===== src/rtl/gpio_in_pkg.sv =====
// ---------------------------------------------------------------------------
// gpio_in_pkg
// Shared types and constants for the GPIO nibble conditioner.
//   gpio_state_t           : debounce FSM states (ST_STABLE, ST_SETTLE)
//   GPIO_CNT_W             : width of the stability counter
//   GPIO_DEFAULT_DEBOUNCE  : default stable-clock count (10 ms at 50 MHz)
// ---------------------------------------------------------------------------
package gpio_in_pkg;

    typedef enum logic {
        ST_STABLE = 1'b0,
        ST_SETTLE = 1'b1
    } gpio_state_t;

    localparam int GPIO_CNT_W            = 24;
    localparam int GPIO_DEFAULT_DEBOUNCE = 500000;

endpackage : gpio_in_pkg


===== src/rtl/gpio_sync2.sv =====
// ---------------------------------------------------------------------------
// gpio_sync2
// WIDTH-bit two-flop synchroniser; every bit is sampled in parallel.
// Ports:
//   clk      in          : destination clock
//   reset_n  in          : synchronous, active-low reset (clears both stages)
//   d        in  [W-1:0] : asynchronous input bits
//   q        out [W-1:0] : synchronised bits (second stage)
// ---------------------------------------------------------------------------
module gpio_sync2 #(
    parameter int WIDTH = 4
) (
    input  logic             clk,
    input  logic             reset_n,
    input  logic [WIDTH-1:0] d,
    output logic [WIDTH-1:0] q
);

    logic [WIDTH-1:0] sync1;

    always_ff @(posedge clk) begin
        if (!reset_n) begin
            sync1 <= '0;
            q     <= '0;
        end else begin
            sync1 <= d;
            q     <= sync1;
        end
    end

endmodule : gpio_sync2


===== src/rtl/gpio_nibble_debounce.sv =====
// ---------------------------------------------------------------------------
// gpio_nibble_debounce
// Synchronises raw GPIO header bits and debounces them as one group, then
// presents a stable registered value plus one-cycle change/edge strobes.
//
// Optional feature macro: GPIO_DEBOUNCE_CHANGE_COUNT_EN
//   defined   -> change_count port and an 8-bit wrapping commit counter exist
//   undefined -> port and register are absent; everything else is identical
//
// Ports:
//   clk           in          : system clock
//   reset_n       in          : synchronous, active-low reset
//   gpio_in       in  [W-1:0] : raw asynchronous header bits
//   data_out      out [W-1:0] : debounced value
//   change_pulse  out         : one-cycle strobe when data_out updates
//   rise_mask     out [W-1:0] : bits that went 0->1 on this commit
//   fall_mask     out [W-1:0] : bits that went 1->0 on this commit
//   change_count  out [7:0]   : commit counter (macro builds only)
//
// Strobe semantics: change_pulse is a qualifier with no back-pressure; the
// masks carry meaning only in the cycle change_pulse is high and read 0
// otherwise. Consumers must sample them in that same cycle.
//
// The FSM state is kept in the named signal 'state' so checkers can bind to it.
// ---------------------------------------------------------------------------
module gpio_nibble_debounce
    import gpio_in_pkg::*;
#(
    parameter int WIDTH           = 4,
    parameter int DEBOUNCE_CYCLES = GPIO_DEFAULT_DEBOUNCE
) (
    input  logic             clk,
    input  logic             reset_n,
    input  logic [WIDTH-1:0] gpio_in,
    output logic [WIDTH-1:0] data_out,
    output logic             change_pulse,
    output logic [WIDTH-1:0] rise_mask,
    output logic [WIDTH-1:0] fall_mask
`ifdef GPIO_DEBOUNCE_CHANGE_COUNT_EN
    ,
    output logic [7:0]       change_count
`endif
);

    // Counter value at which the candidate has been seen DEBOUNCE_CYCLES times.
    localparam logic [GPIO_CNT_W-1:0] CNT_LAST = GPIO_CNT_W'(DEBOUNCE_CYCLES - 1);

    logic [WIDTH-1:0]      sync2;
    logic [WIDTH-1:0]      candidate;
    logic [GPIO_CNT_W-1:0] cnt;
    gpio_state_t           state;

    gpio_sync2 #(
        .WIDTH (WIDTH)
    ) u_sync (
        .clk     (clk),
        .reset_n (reset_n),
        .d       (gpio_in),
        .q       (sync2)
    );

    always_ff @(posedge clk) begin
        if (!reset_n) begin
            state        <= ST_STABLE;
            candidate    <= '0;
            cnt          <= '0;
            data_out     <= '0;
            change_pulse <= 1'b0;
            rise_mask    <= '0;
            fall_mask    <= '0;
`ifdef GPIO_DEBOUNCE_CHANGE_COUNT_EN
            change_count <= 8'd0;
`endif
        end else begin
            // Strobes default low; only a commit raises them for one cycle.
            change_pulse <= 1'b0;
            rise_mask    <= '0;
            fall_mask    <= '0;

            case (state)
                ST_STABLE: begin
                    if (sync2 != data_out) begin
                        candidate <= sync2;
                        cnt       <= GPIO_CNT_W'(1);
                        state     <= ST_SETTLE;
                    end
                end

                ST_SETTLE: begin
                    if (sync2 == data_out) begin
                        // Input fell back to the committed value: glitch dropped.
                        cnt   <= '0;
                        state <= ST_STABLE;
                    end else if (sync2 != candidate) begin
                        // Any bit moving restarts the whole group.
                        candidate <= sync2;
                        cnt       <= GPIO_CNT_W'(1);
                    end else if (cnt == CNT_LAST) begin
                        data_out     <= candidate;
                        change_pulse <= 1'b1;
                        rise_mask    <= candidate & ~data_out;
                        fall_mask    <= ~candidate & data_out;
                        cnt          <= '0;
                        state        <= ST_STABLE;
`ifdef GPIO_DEBOUNCE_CHANGE_COUNT_EN
                        change_count <= change_count + 8'd1;
`endif
                    end else begin
                        cnt <= cnt + 1'b1;
                    end
                end

                default: begin
                    cnt   <= '0;
                    state <= ST_STABLE;
                end
            endcase
        end
    end

endmodule : gpio_nibble_debounce


===== config.mk =====
export PLATFORM = sky130hd
export DESIGN_NAME = gpio_nibble_debounce
export DESIGN_NICKNAME = d
export VERILOG_FILES = /design/src/rtl/gpio_in_pkg.sv /design/src/rtl/gpio_sync2.sv /design/src/rtl/gpio_nibble_debounce.sv
export SDC_FILE = /design/constraint.sdc
export NUM_CORES = 1
export LEC_CHECK = 0
export ABC_CLOCK_PERIOD_IN_PS = 4200
export CAP_MARGIN = 20
export CORE_MARGIN = 8
export CORE_UTILIZATION = 55
export DETAILED_ROUTE_END_ITERATION = 8
export GPL_TIMING_DRIVEN = 0
export PLACE_DENSITY = 0.76
export SLEW_MARGIN = 20
export SYNTH_ARGS = -nofsm -noshare
export SYNTH_HDL_FRONTEND = slang
export SYNTH_SLANG_ARGS = --single-unit
export TNS_END_PERCENT = 100

===== constraint.sdc =====
create_clock -name clk -period 4.2 [get_ports clk]
set_clock_uncertainty 0.1 [all_clocks]
set_input_delay 0.84 -clock clk [delete_from_list [all_inputs] [get_ports clk]]
set_output_delay 0.84 -clock clk [all_outputs]
set_load 0.03 [all_outputs]

==> results.json, run 1 <==
{
  "ir_worst_vdd_uv": 156,
  "die_y_um": 81.9,
  "grt_max_degree": 16,
  "startpoint_type": "primary input",
  "ios": 19,
  "fmax_mhz": 397,
  "crit_slowest_cell": "clkdlybuf4s50_1",
  "syn_inst": 246,
  "report.final.slew_viol_count": 0,
  "drive_above_1_share_pct": 13.6,
  "routedWlPerCell_um": 15.8,
  "syn_nets": 253,
  "yosysTopAreaCell": "dfxtp_1",
  "track_usage_pct": 16.8,
  "worst_pin_slew_ps": 542,
  "synth.area.top_cells": "dfxtp_1 42%, xor2_1 5.1%, nand3_1 3.8%, a21oi_1 3.4%, nand2_1 3.0%",
  "synth-seq-cells": 50,
  "dieArea_sq_um": 6700,
  "slew_headroom_pct": 63.5,
  "n_fill_cell": 373,
  "dieWidth_um": 81.9,
  "first_pass_iters": 4,
  "status": "finished, final reports clean",
  "path_class": "in -> reg",
  "post-place-ws_ps": 1380,
  "max_stage_delay_ps": 530,
  "finalCriticalPeriod_ps": 2520,
  "ys.warnings.count": 0,
  "cap_violations": 0,
  "clk_pin_slew_ps": 90,
  "async_flop_share_pct": 0,
  "grt-ovfl-total": 0,
  "syn_area_sq_um": 2390,
  "synth_area_per_cell_sq_um": 9.70,
  "cp.required_ps": 4330,
  "dp_hpwl_mm": 3.54,
  "drtIter0Drc": 187,
  "fin_util_pct": 64.3,
  "cts_setup_buffers": 0,
  "cts-htree-levels": 2,
  "numCtsBuffers": 5,
  "rsz0062_at_grt": "no",
  "period_share_pct": 60.0,
  "crit_fanout": 10,
  "antenna_cells": 0,
  "initial_core_util_pct": 56.0,
  "placedCellCount": 316,
  "rows": 24,
  "multi_input_area_sq_um": 1250,
  "grt_pass1_vias": 1864,
  "cts_num_sinks": 50,
  "setup_viol": 0,
  "tns_ps": 0,
  "port_buffers": 18,
  "rrSetupSlack_ps": 1980,
  "crit_buf_inv": 2,
  "cts_resized": 0,
  "hold_depth": 1,
  "worstRegToRegCells": 6,
  "coreArea_sq_um": 4260,
  "via_per_inst": 5.98,
  "drtAntennaViolNets": 0,
  "synth_edf_count": 0,
  "antenna_found_initial": 0,
  "vias": 1938,
  "finalWorstSetupSlack_ps": 1680,
  "yosysTopAreaCellShare_pct": 42.0,
  "drcViolationCount": 0,
  "ys_types": 49,
  "synth_commonest_cells": "50 x dfxtp_1, 19 x nand2_1, 18 x nand3_1, 16 x a21oi_1, 14 x xor2_1",
  "path_cells": "clkdlybuf4s50_1, o41ai_2, nor3_2, nand2_1, buf_2, a21oi_1",
  "regArea_sq_um": 1000,
  "final_cells": 324,
  "wl_mm": 5.13,
  "cts_root_buffer": "clkbuf_8",
  "gp_congestion": 0.833,
  "ys_seq_area_share_pct": 42.0,
  "nets": 278,
  "clk_latency_ps": 300,
  "crit_path_end_kind": "flop",
  "yosysMostFrequentCell": "dfxtp_1",
  "crit_cells": 6,
  "synth_ff_type": "dfxtp_1",
  "clockBufferDepth": 2,
  "power_leakage_nw": 0.991,
  "cts_hold_buf": 0,
  "cts_tree": "built",
  "syn_to_final_growth_pct": 14.9,
  "hold_viol": 0,
  "worst_ep_arrival_time_ps": 2650,
  "power.density_nw_per_um2": 326,
  "grt_pass1_wl_mm": 8.80,
  "crit_family": "buffers and inverters",
  "hold_class": "reg -> reg"
}
per-layer routing:
metal	GRT usage (%)	wire, um	up-vias
met1	22.2	2480	923
met2	26.2	2350	35
met5	0	0	-
met4	6.14	87	0
li1	-	-	971
met3	3.72	217	9
kinds of logic (layout without fill, tap and decap cells):
group	after synthesis	after routing	synth area share [%]
compound gates	47	47	13.8
mux	5	5	2.10
xor+xnor	18	18	6.61
fa+ha+maj	1	1	0.524
simple gates	109	109	29.5
buf+inv	16	42	5.51
flops	50	50	42.0
sequential cells by signal, indices dropped and copies added, names as in the netlist:
name	cells
candidate	4
change_pulse	1
cnt	24
data_out	4
fall_mask	4
rise_mask	4
state	1
u_sync.q	4
u_sync.sync1	4
stage by stage:
stage / total power, mW / hold WS [ps] / instance area [sq um]
6_report: 0.895 / 338 / 2740
5_1_grt: 0.933 / 357 / 2740
4_1_cts: 0.904 / 341 / 2740
3_5_place_dp: 0.572 / 319 / 2630
3_3_place_gp: 0.571 / 314 / 2630
2_1_floorplan: 0.554 / 312 / 2390
layout by cell type (no fill, tap or decap), types with 4 or more instances in the layout:
cell             synthesis  layout
mux2i_1                  5       5
nor3b_1                  7       7
dfxtp_1                 50      50
nand3_1                 18      18
buf_2                    4       4
xor2_1                  14      14
o211ai_1                 4       4
and2_1                  11      11
nand2_1                 19      19
nand4_1                  8       8
and3_1                  10      10
o2111ai_1                7       7
clkdlybuf4s50_1          0      18
o21ai_0                  4       4
a21oi_1                 16      16
and4_1                   7       7
nor2_1                   6       6
clkbuf_8                 2       7
xnor2_1                  4       4
a31oi_1                  4       4
worst reg2reg max path: cells and delay by family (launching register included):
kind	cells	cell delay (ps)
buffers and inverters	1	280
xor gates and xnor gates	1	160
AOI/OAI and AO/OA	1	140
DFF	1	450
and+or+nand+nor	3	1010
path summary, 6_finish.rpt:
check / startpoint / to
worst max register to register: candidate[1] / cnt[10]
worst min-delay path: u_sync.sync1[2] / u_sync.q[2]
worst max-delay path: reset_n / cnt[10]
worst min register to register: u_sync.sync1[2] / u_sync.q[2]
cell type report:
type,instances,share of cell area [%]
multi-input cells,180,45.7
flip-flops and latches,50,36.5
repair buffers,18,6.57
plain buffers,13,4.38
clock buffers,6,2.65
well taps,52,2.37
clock inverters,2,1.37
inverters,3,0.411
power by group:
part           switching (mW)  total (mW)  internal, mW
clock                   0.155       0.332         0.178
combinational          0.0429      0.0750        0.0322
sequential            0.00673       0.487         0.480
total                   0.204       0.895         0.690
Power figures use the tool's default switching activity.
==> run 2, diff against run 1 <==
ABC_CLOCK_PERIOD_IN_PS = 2400   (was 4200)
clock period = 2.4 ns   (was 4.2 ns; I/O delays follow)
==> run 2 against run 1 <==
- via count down 0.83%
- wire length decreased by 0.37%
- sequential share of layout area shrank 0.083 points
- sequential power increased by 75%
- core utilization up 0.15 points
- cell count unchanged
- setup slack got worse by 1400 ps
- non-clock buffer count unchanged
- die area unchanged
- first-iteration DRC count down 8.0%
- register-to-register slack lost 1700 ps
- count of clock-buffer cells in the layout stayed put
- largest cell class unchanged
- highest routed layer unchanged
==> results.json, run 2 (synthesis gave the netlist of run 1 again) <==
{
  "regArea_sq_um": 1000,
  "dieArea_sq_um": 6700,
  "rsz0062_at_grt": "no",
  "cts_tree": "built",
  "cts-htree-levels": 2,
  "drtAntennaViolNets": 0,
  "drcViolationCount": 0,
  "path_cells": "ha_1, and4_1, and4_1, buf_4, nand4_1, or4b_1, nand3_1",
  "clk_pin_slew_ps": 90,
  "dpl_cell_area_sq_um": 2630,
  "gp_congestion": 0.833,
  "wl_mm": 5.11,
  "met3WireLength_um": 221,
  "dp_hpwl_mm": 3.54,
  "grt-ovfl-total": 0,
  "grt_pass1_wl_mm": 8.80,
  "power.density_nw_per_um2": 570,
  "final_cell_mix": "50 x dfxtp_1, 19 x nand2_1, 18 x nand3_1, 18 x clkdlybuf4s50_1, 16 x a21oi_1",
  "hold_class": "reg -> reg",
  "antenna_found_initial": 0,
  "syn_to_final_growth_pct": 15.2,
  "max_stage_delay_ps": 520,
  "drive_above_1_share_pct": 13.6,
  "fin_area_sq_um": 2750,
  "report.final.slew_viol_count": 0,
  "worst_ep_arrival_time_ps": 2300,
  "post-place-ws_ps": -63.3,
  "cp.required_ps": 2550,
  "clk_latency_ps": 300,
  "power_leakage_nw": 0.995,
  "largest-register": "cnt",
  "routedWlPerCell_um": 15.8,
  "largest_register_ffs": 24,
  "worstRegToRegCells": 7,
  "p_total_mw": 1.57,
  "track_usage_pct": 16.8,
  "finalCriticalPeriod_ps": 2150,
  "crit_path_end_kind": "flop",
  "crit_slowest_cell": "or4b_1",
  "hold_viol": 0,
  "dr_wl_met2_mm": 2.35,
  "vias": 1922,
  "nets": 278,
  "tns_ps": 0,
  "first_pass_iters": 4,
  "status": "finished, final reports clean",
  "period_share_pct": 89.4,
  "fin_util_pct": 64.4,
  "dieWidth_um": 81.9,
  "startpoint_type": "flop",
  "cts_root_buffer": "clkbuf_8",
  "hold_depth": 1,
  "rows": 24,
  "clockBufferDepth": 2,
  "top_layer": "met4",
  "cpMostUsedCell": "and4_1",
  "via_per_inst": 5.93,
  "numCtsBuffers": 5,
  "crit_fanout": 6,
  "finalWorstSetupSlack_ps": 254,
  "n_fill_cell": 370,
  "ios": 19,
  "ir_worst_vdd_uv": 273,
  "fmax_mhz": 466,
  "slew_headroom_pct": 63.8,
  "die_y_um": 81.9,
  "antenna_cells": 0,
  "multi_input_area_sq_um": 1260,
  "coreArea_sq_um": 4260,
  "initial_core_util_pct": 56.0,
  "setup_viol": 0,
  "path_class": "reg -> reg",
  "grt_pass1_vias": 1864,
  "mostFrequentLayoutCell": "dfxtp_1",
  "cts_num_sinks": 50,
  "worst_pin_slew_ps": 538,
  "grt_max_degree": 16,
  "port_buffers": 18,
  "drtIter0Drc": 172,
  "cap_violations": 0,
  "m1WireLength_mm": 2.45
}
run 2: stage by stage:
step	hold slack, ps	cells
2_1_floorplan	312	246
3_3_place_gp	314	316
3_5_place_dp	319	316
4_1_cts	341	324
5_1_grt	357	324
6_report	338	324
run 2: worst paths after layout:
check | start | to | slack [ps]
setup reg to reg | cnt[0] | cnt[22] | 250
setup / recovery | cnt[0] | cnt[22] | 250
hold / removal | u_sync.sync1[2] | u_sync.q[2] | 340
hold reg to reg | u_sync.sync1[2] | u_sync.q[2] | 340
run 2: report_power, final:
part	internal (mW)	switching (mW)	total (mW)	leakage [nW]
clock network	0.311	0.270	0.580	0.0514
registers	0.841	0.0118	0.853	0.405
logic	0.0565	0.0764	0.133	0.539
run 2: critical path: cells and delay by family (launching register included):
kind,cells,cell delay (ps)
flops,1,390
fa+ha+maj,1,220
simple gates,5,1250
buf+inv,1,140
run 2: routing by layer:
layer,up-vias,track usage (%)
met4,0,6.14
met5,-,0
li1,971,-
met3,8,3.72
met2,36,26.2
met1,907,22.2
run 2: layout make-up:
type	count	share of cell area, %
multi-input cells	180	45.9
clock buffers	6	2.64
plain buffers	13	4.37
clock inverters	2	1.37
well taps	52	2.37
flip-flops and latches	50	36.4
repair buffers	18	6.56
inverters	3	0.410
run 2: what timing repair did:
action | in CTS | in global routing
setup buffers | 0 | 0
gates resized for setup | 0 | 1
hold buffers | 0 | 0
endpoints found under the setup margin | 0 | 11
